===== src/rtl/aes128_rsm_ctrl.sv =====
// Host-side sequencer for one AES128_RSM_Core: re-issues the stored key, starts the core with a
// fresh LFSR-derived mask rotation, captures the result and flags a core that never answers.
module aes128_rsm_ctrl #(
  parameter int unsigned TIMEOUT   = 15,
  parameter logic [15:0] LFSR_INIT = 16'hACE1
) (
  input  logic         clk,
  input  logic         reset_n,
  input  logic [127:0] i_key,
  input  logic         i_key_valid,
  input  logic [15:0]  i_seed,
  input  logic         i_seed_valid,
  input  logic         i_mask_en,
  input  logic [127:0] i_plaintext,
  input  logic         i_plaintext_valid,
  output logic         o_plaintext_ready,
  output logic [127:0] o_ciphertext,
  output logic         o_ciphertext_valid,
  input  logic         i_ciphertext_ready,
  output logic         o_busy,
  output logic         o_error,
  output logic [127:0] o_core_key,
  output logic         o_core_key_valid,
  output logic [127:0] o_core_plaintext,
  output logic         o_core_plaintext_valid,
  output logic [3:0]   o_core_rotate,
  input  logic [127:0] i_core_ciphertext,
  input  logic         i_core_ciphertext_valid,
  input  logic         i_core_busy,
  output logic [1:0]   o_dbg_state
);

  // Handshakes: a transfer happens on any rising edge where valid and ready are both high;
  // valid, once raised, is held with stable data until that edge.

  typedef enum logic [1:0] {
    ST_IDLE = 2'd0,
    ST_KEY  = 2'd1,
    ST_LOAD = 2'd2,
    ST_WAIT = 2'd3
  } state_t;

  localparam int unsigned CW = $clog2(TIMEOUT + 1) + 1;

  state_t         state_q;
  logic [127:0]   key_q;
  logic           key_loaded_q;
  logic [127:0]   core_key_q;
  logic           core_key_valid_q;
  logic [127:0]   core_pt_q;
  logic           core_pt_valid_q;
  logic [3:0]     rot_q;
  logic [15:0]    lfsr_q;
  logic [15:0]    lfsr_d;
  logic [CW-1:0]  cnt_q;
  logic [CW-1:0]  cnt_d;
  logic [127:0]   ct_q;
  logic           ct_valid_q;
  logic           error_q;
  logic           ready;
  logic           accept;

  always_comb begin
    ready  = (state_q == ST_IDLE) & key_loaded_q & ~error_q & ~ct_valid_q & ~i_core_busy;
    accept = ready & i_plaintext_valid;
    lfsr_d = {1'b0, lfsr_q[15:1]} ^ (lfsr_q[0] ? 16'hB400 : 16'h0000);
    cnt_d  = cnt_q + 1'b1;
  end

  always_ff @(posedge clk or negedge reset_n) begin
    if (!reset_n) begin
      state_q          <= ST_IDLE;
      key_q            <= '0;
      key_loaded_q     <= 1'b0;
      core_key_q       <= '0;
      core_key_valid_q <= 1'b0;
      core_pt_q        <= '0;
      core_pt_valid_q  <= 1'b0;
      rot_q            <= '0;
      lfsr_q           <= LFSR_INIT;
      cnt_q            <= '0;
      ct_q             <= '0;
      ct_valid_q       <= 1'b0;
      error_q          <= 1'b0;
    end else begin
      core_key_valid_q <= 1'b0;
      core_pt_valid_q  <= 1'b0;

      if (i_key_valid) begin
        key_q        <= i_key;
        key_loaded_q <= 1'b1;
      end

      if (i_seed_valid) begin
        lfsr_q <= (i_seed == 16'h0000) ? LFSR_INIT : i_seed;
      end else if (state_q == ST_LOAD) begin
        lfsr_q <= lfsr_d;
      end

      if (ct_valid_q && i_ciphertext_ready) begin
        ct_valid_q <= 1'b0;
      end

      case (state_q)
        ST_IDLE: begin
          if (accept) begin
            core_pt_q        <= i_plaintext;
            // A key arriving together with the plaintext belongs to this run.
            core_key_q       <= i_key_valid ? i_key : key_q;
            core_key_valid_q <= 1'b1;
            state_q          <= ST_KEY;
          end
        end
        ST_KEY: begin
          core_pt_valid_q <= 1'b1;
          // Rotation is registered so it is stable from the LOAD strobe until the next LOAD.
          rot_q           <= i_mask_en ? lfsr_q[3:0] : 4'h0;
          state_q         <= ST_LOAD;
        end
        ST_LOAD: begin
          cnt_q   <= '0;
          state_q <= ST_WAIT;
        end
        ST_WAIT: begin
          if (i_core_ciphertext_valid) begin
            ct_q       <= i_core_ciphertext;
            ct_valid_q <= 1'b1;
            state_q    <= ST_IDLE;
          end else if (cnt_d == CW'(TIMEOUT)) begin
            error_q <= 1'b1;
            state_q <= ST_IDLE;
          end else begin
            cnt_q <= cnt_d;
          end
        end
        default: state_q <= ST_IDLE;
      endcase

      if (i_key_valid) begin
        error_q <= 1'b0;
      end
    end
  end

  assign o_plaintext_ready      = ready;
  assign o_ciphertext           = ct_q;
  assign o_ciphertext_valid     = ct_valid_q;
  assign o_busy                 = (state_q != ST_IDLE);
  assign o_error                = error_q;
  assign o_core_key             = core_key_q;
  assign o_core_key_valid       = core_key_valid_q;
  assign o_core_plaintext       = core_pt_q;
  assign o_core_plaintext_valid = core_pt_valid_q;
  assign o_core_rotate          = rot_q;
  assign o_dbg_state            = state_q;

endmodule


===== config.mk =====
export PLATFORM = sky130hd
export DESIGN_NAME = aes128_rsm_ctrl
export DESIGN_NICKNAME = d
export VERILOG_FILES = /design/src/rtl/aes128_rsm_ctrl.sv
export SDC_FILE = /design/constraint.sdc
export NUM_CORES = 1
export LEC_CHECK = 0
export ABC_AREA = 1
export ABC_CLOCK_PERIOD_IN_PS = 1500
export CORE_AREA = 3 3 311 313
export CTS_CLUSTER_SIZE = 8
export DETAILED_ROUTE_END_ITERATION = 12
export DIE_AREA = 0 0 314 316
export PLACE_DENSITY_LB_ADDON = 0.08
export SETUP_SLACK_MARGIN = 0.05
export SLEW_MARGIN = 20
export SYNTH_ARGS = -nofsm -noshare
export SYNTH_HDL_FRONTEND = slang
export SYNTH_SLANG_ARGS = --single-unit

===== constraint.sdc =====
create_clock -name clk -period 1.5 [get_ports clk]
set_input_delay 0.15 -clock clk [delete_from_list [all_inputs] [get_ports clk]]
set_output_delay 0.15 -clock clk [all_outputs]
set_load 0.02 [all_outputs]

### After elaboration in Yosys (flattened, before gate mapping)

Cells that the tools add are included.

* bits in registers: 544
* latch bits: 0
* memory bits (writable): 0
* ROM bits: 0
* input bits: 409
* output and inout bits: 396
* memories kept: 0

* add/sub/neg operators: 1
* $mul: 0
* div/mod/pow operators: 0
* order comparisons: 0
* equality and inequality tests: 9
* shifts and indexed selects: 0
* mux-type cells: 23
* bitwise gates (word level): 9
* reductions and logical operators: 13

Operators by type and width (count)
* 2-to-1 mux 128 bit: 1
* 2-to-1 mux 16 bit: 4
* zero test 16 bit: 1
* XOR 15 x 16 -> 16 bit: 1
* 2-to-1 mux 1 bit: 10
* 2-to-1 mux 5 bit: 2
* case mux 5 bit (2 select lines): 1
* nonzero test 2 bit: 5
* != test 2 bit, second input constant: 4
* case mux 2 bit (4 select lines): 1
* 2-to-1 mux 2 bit: 3
* AND reduction 2 bit: 3
* AND reduction 3 bit: 2
* adder 5 x 1 -> 5 bit, second input constant: 1
* bitwise AND 1 bit: 5
* == test 5 x 4 -> 1 bit, second input constant: 1
* == test 2 bit, second input constant: 2
* 2-to-1 mux 4 bit: 1
* != test 3 bit, second input constant: 1
* inverter 1 bit: 3
* == test 2 x 1 -> 1 bit, second input constant: 1
* zero test 2 bit: 1
* logical AND 1 bit: 1

### Longest topological paths before layout

* depth in word-level cells: 8
* gate-level depth with buffers: 10

### Worst setup path before layout

Ideal clock, no wire load.

* path type: reg2reg
* from: reg state_q[0], in the netlist o_dbg_state[0]
* to: reg core_key_q[0], in the netlist o_core_key[0]
* library setup time: 0.066 ns
* data arrival time: 1.684 ns
* data required time: 1.434 ns
* path slack: -0.249 ns
* stages on the path, launching flop included: 8
* cells stage by stage: dfrtp_1 -> inv_1 -> ha_1 -> nand4_1 -> clkbuf_1 -> clkbuf_1 -> nand2_1 -> nand2_1

* word-level cells in the longest chain between the ends: 7

Ends and longest elaborated chain
* from (decl): RTL line 45 `state_t state_q;`
* from (signal assigned): RTL line 72 `state_q <= ST_IDLE;`
* from (signal assigned): RTL line 111 `state_q <= ST_KEY;`
* from (signal assigned): RTL line 118 `state_q <= ST_LOAD;`
* zero test 2 bit (*): RTL line 64, 104
* bitwise AND 1 bit (4 in a row): RTL line 64 `ready = (state_q == ST_IDLE) & key_loaded_q & ~error_q & ~ct_valid_q & ~i_core_busy;`
* bitwise AND 1 bit: RTL line 65 `accept = ready & i_plaintext_valid;`
* AND reduction 2 bit (no line) (*)
* to (signal assigned): RTL line 109 `core_key_q <= i_key_valid ? i_key : key_q;`
* to (decl): RTL line 48 `logic [127:0] core_key_q;`

Every way passes the cells marked *; elsewhere a longest branch is shown, timed or not.
A chain may end at the register's enable or synchronous reset.

### Final worst setup path

* from: reg state_q[1], in the netlist o_dbg_state[1]
* to: out o_plaintext_ready

* word-level cells in the longest chain between the ends: 5

Ends and longest elaborated chain
* zero test 2 bit: RTL line 64
* bitwise AND 1 bit (4 in a row): RTL line 64
* to (decl): RTL line 16 `output logic o_plaintext_ready,`

No other way between the ends.

==> flow_metrics.env <==
export IMPL_p_comb_share_pct=39.9
export IMPL_hold_class="in -> reg"
export IMPL_ant_nets=0
export IMPL_grt_use_met2_pct=30.51
export IMPL_clk_pin_slew_ns=0.05
export IMPL_drtIter0Drc=900
export IMPL_tightest_slew_ns=0.8017
export IMPL_ir_drop_mv=0.9273
export IMPL_syn_avg_cell_area_um2=9.914
export IMPL_fmax_mhz=558.6
export IMPL_required_ns=1.35
export IMPL_relSlewSlack_pct=46.37
export IMPL_busiest_layer="met2"
export IMPL_grt_pass1_vias=18760
export IMPL_postSynthCellCount=2092
export IMPL_cts_tree="yes"
export IMPL_dieWidth_um=314
export IMPL_drt_pass1_iter_count=5
export IMPL_fin_nets=3447
export IMPL_num_io_pins=805
export IMPL_gp_congestion=0.7916
export IMPL_failed_checks="setup timing"
export IMPL_gr_total_overflow=0
export IMPL_finClkSkew_ns=0.01075
export IMPL_grt_pass1_wl_mm=126.7
export IMPL_hpwl_mm=63.25
export IMPL_drive_gt1_share_pct=27.48
export IMPL_syn_area_um2=20740
export IMPL_fin_crit_ns=1.790
export IMPL_critPathBufInv=3
export IMPL_status="complete, but fails checks"
export IMPL_cts_root_buf="clkbuf_16"
export IMPL_drc=0
export IMPL_die_height_um=316
export IMPL_grt_max_degree=85
export IMPL_cp_top_family="flip-flops"
export IMPL_fill_cells=9760
export IMPL_synth_cell_type_count=27
export IMPL_fin_ws_ns=-0.2903
export IMPL_antenna_found_initial=12
export IMPL_p_switching_mw=25.62
export IMPL_clkPwrFrac_pct=24.7
export IMPL_ys_seq_area_share_pct=65.69
export IMPL_initial_utilization_pct=21.93
export IMPL_p_total_mw=65.95
export IMPL_syn_to_final_growth_pct=58.57
export IMPL_rsz0062_at_grt="yes"
export IMPL_clkSinkCount=544
export IMPL_power_share_switching_pct=38.84
export IMPL_setup_viol=405
export IMPL_clock_path_buffers=3
export IMPL_core_area_um2=94590
export IMPL_yosys_warnings=0
export IMPL_min_from="i_plaintext[37]"
export IMPL_hold_viol=0
export IMPL_crit_top_cell="buf_6"
export IMPL_cts_buffers=78
export IMPL_crit_path_end_kind="primary output"
export IMPL_syn_num_nets=2508
export IMPL_leakagePower_nw=16.66
export IMPL_crit_arrival_ns=1.64
export IMPL_critPathKind="reg -> out"
export IMPL_track_usage_pct=17.27
export IMPL_die_area_um2=99220
export IMPL_rows=113
export IMPL_clock_latency_ns=0.62
export IMPL_cp_max_fo=3
export IMPL_period_share_pct=119.4
export IMPL_slew_viol_final=0
export IMPL_max_stage_delay_ns=0.42
export IMPL_cpMaxStageDelayCell="dfrtp_2"
export IMPL_ys_ff_latch=544
export IMPL_power_frac_seq_pct=35.5
export IMPL_crit_chain="inv_2 -> ha_4 -> buf_6 -> and3_4 -> buf_6"
export IMPL_drv_cap=0
export IMPL_gr_usage_met1_pct=19.75
export IMPL_htreeDepth=3
export IMPL_tns_ns=-81.67
export IMPL_via_per_inst=4.091
export IMPL_start_kind="register"
export IMPL_dr_total_vias=17690
export IMPL_met3_usage_pct=5.709
export IMPL_port_buffers=804
export IMPL_drt_wl_total_mm=89.29
export IMPL_p_int_mw=40.34
export IMPL_drt_wirelength_per_cell_um=20.65
export IMPL_r2r_start="o_dbg_state[1]$_DFFE_PN0P_"
export IMPL_p_per_area_nw_per_um2=2005
export IMPL_cp_startpoint="o_dbg_state[1]$_DFFE_PN0P_"
## power groups by stage
stage	clock network, mW	logic (mW)	registers [mW]
detailed placement	0	29.6	23.6
finish	16.3	26.3	23.4
floorplan	0	7.04	29.6
global placement	0	29.5	23.5
global route	17.6	28.2	24.1
CTS	17.0	26.3	23.4
## final cells by class
cell class                      count  area (µm²)  area share (%)
Antenna cell                        6       15.01         0.04566
Clock buffer                       98        2122           6.453
Clock inverter                      4       38.79          0.1179
Inverter                           33       151.4          0.4604
Multi-Input combinational cell   1413        6735           20.48
Sequential cell                   544       13630           41.43
Tap cell                         1265        1583           4.813
Timing Repair Buffer              960        8611           26.18
Timing Repair inverter              1       5.005         0.01522
## state kept, by name, summed over array words and instances, names as in the netlist, 2 cells and up
signal,flops
o_dbg_state,2
o_core_plaintext,128
lfsr_q,16
cnt_q,5
o_ciphertext,128
o_core_rotate,4
key_q,128
o_core_key,128
## kinds of logic (layout without fill, tap and decap cells)
logic type	Yosys count	in the layout	share of synthesized area, %
fa+ha+maj	7	7	0.4223
xor+xnor	3	3	0.1267
compound gates	32	32	0.9230
mux	128	128	6.950
flops	544	544	65.69
buf+inv	135	1096	3.161
other cells	0	6	0
simple gates	1243	1243	22.73
## stage by stage
step | hold WS, ns | instance area, µm² | cells | utilization (%) | worst slack [ns]
3_5_place_dp | 0.05045 | 31040 | 4147 | 32.82 | -0.2591
3_3_place_gp | 0.05064 | 31040 | 4147 | 32.82 | -0.2469
4_1_cts | 0.00006689 | 32460 | 4303 | 34.31 | -0.3595
2_1_floorplan | -0.1456 | 20940 | 2092 | - | -0.03667
6_report | 0.06493 | 32890 | 4324 | 34.77 | -0.2903
5_1_grt | 0.03301 | 32880 | 4321 | 34.76 | -0.3712
## routing by layer
| metal | share of wire [%] | vias up |
|---|---|---|
| met2 | 52 | 539 |
| li1 | - | 8348 |
| met5 | 0.090 | - |
| met3 | 7.4 | 118 |
| met4 | 2.3 | 12 |
| met1 | 38 | 8672 |
## worst reg2reg max path, cell delays in order, from the launching register on
cell	delay (ns)
dfrtp_2	0.39
inv_2	0.06
ha_4	0.15
buf_4	0.12
nand4_1	0.13
buf_12	0.20
inv_16	0.07
buf_12	0.15
buf_12	0.13
clkbuf_16	0.16
nand2_1	0.06
nand2_1	0.05
## worst paths after layout
| kind | slack (ns) | depth (start not counted) | endpoint |
|---|---|---|---|
| hold reg to reg | 0.46 | 2 | key_q[106]$_DFF_PN0_ |
| min in group asynchronous | 0.24 | 3 | o_core_key[33]$_DFFE_PN0P_ |
| hold / removal | 0.06 | 3 | o_core_plaintext[37]$_DFFE_PN0P_ |
| setup / recovery | -0.29 | 5 | o_plaintext_ready |
| setup reg to reg | -0.27 | 11 | o_core_plaintext[109]$_DFFE_PN0P_ |
| max in group asynchronous | 0.03 | 3 | key_q[88]$_DFF_PN0_ |
## repair_timing
item / CTS / global route
setup buffers: 24 / 7
setup endpoints to repair: 798 / 426
gates resized for setup: 1812 / 48
endpoints found under the hold margin: 552 / 0
gates cloned: 19 / 11
pin swaps: 11 / 11
hold buffers: 12 / 0
## synthesized netlist by cell type, drive strengths merged
cell type / number / area share, %
nand2: 1196 / 22
dfrtp: 536 / 65
mux2: 128 / 6.9
buf: 71 / 2.0
inv: 32 / 0.58
clkbuf: 31 / 0.56
nor2: 20 / 0.36
nand3: 19 / 0.46
o21ai: 9 / 0.22
o22ai: 9 / 0.27
dfstp: 8 / 1.0
ha: 7 / 0.42
a21oi: 6 / 0.14
nand4: 3 / 0.091
o211ai: 3 / 0.11
o21bai: 3 / 0.11
xnor2: 3 / 0.13
or2: 2 / 0.060
a221oi: 1 / 0.042
a31oi: 1 / 0.030
and3: 1 / 0.030
clkinv: 1 / 0.018
nand3b: 1 / 0.036
nor3: 1 / 0.048
## cell usage in the layout (no fill, tap or decap), types with 18 or more instances in the layout
master	count
nand2_2	44
buf_2	385
clkbuf_16	89
buf_4	57
inv_1	26
mux2_2	123
buf_16	29
dfrtp_1	534
buf_12	41
clkdlybuf4s50_1	406
nand3_1	19
nor2_1	18
nand2_1	1144
(Power assumes the default switching activity.)
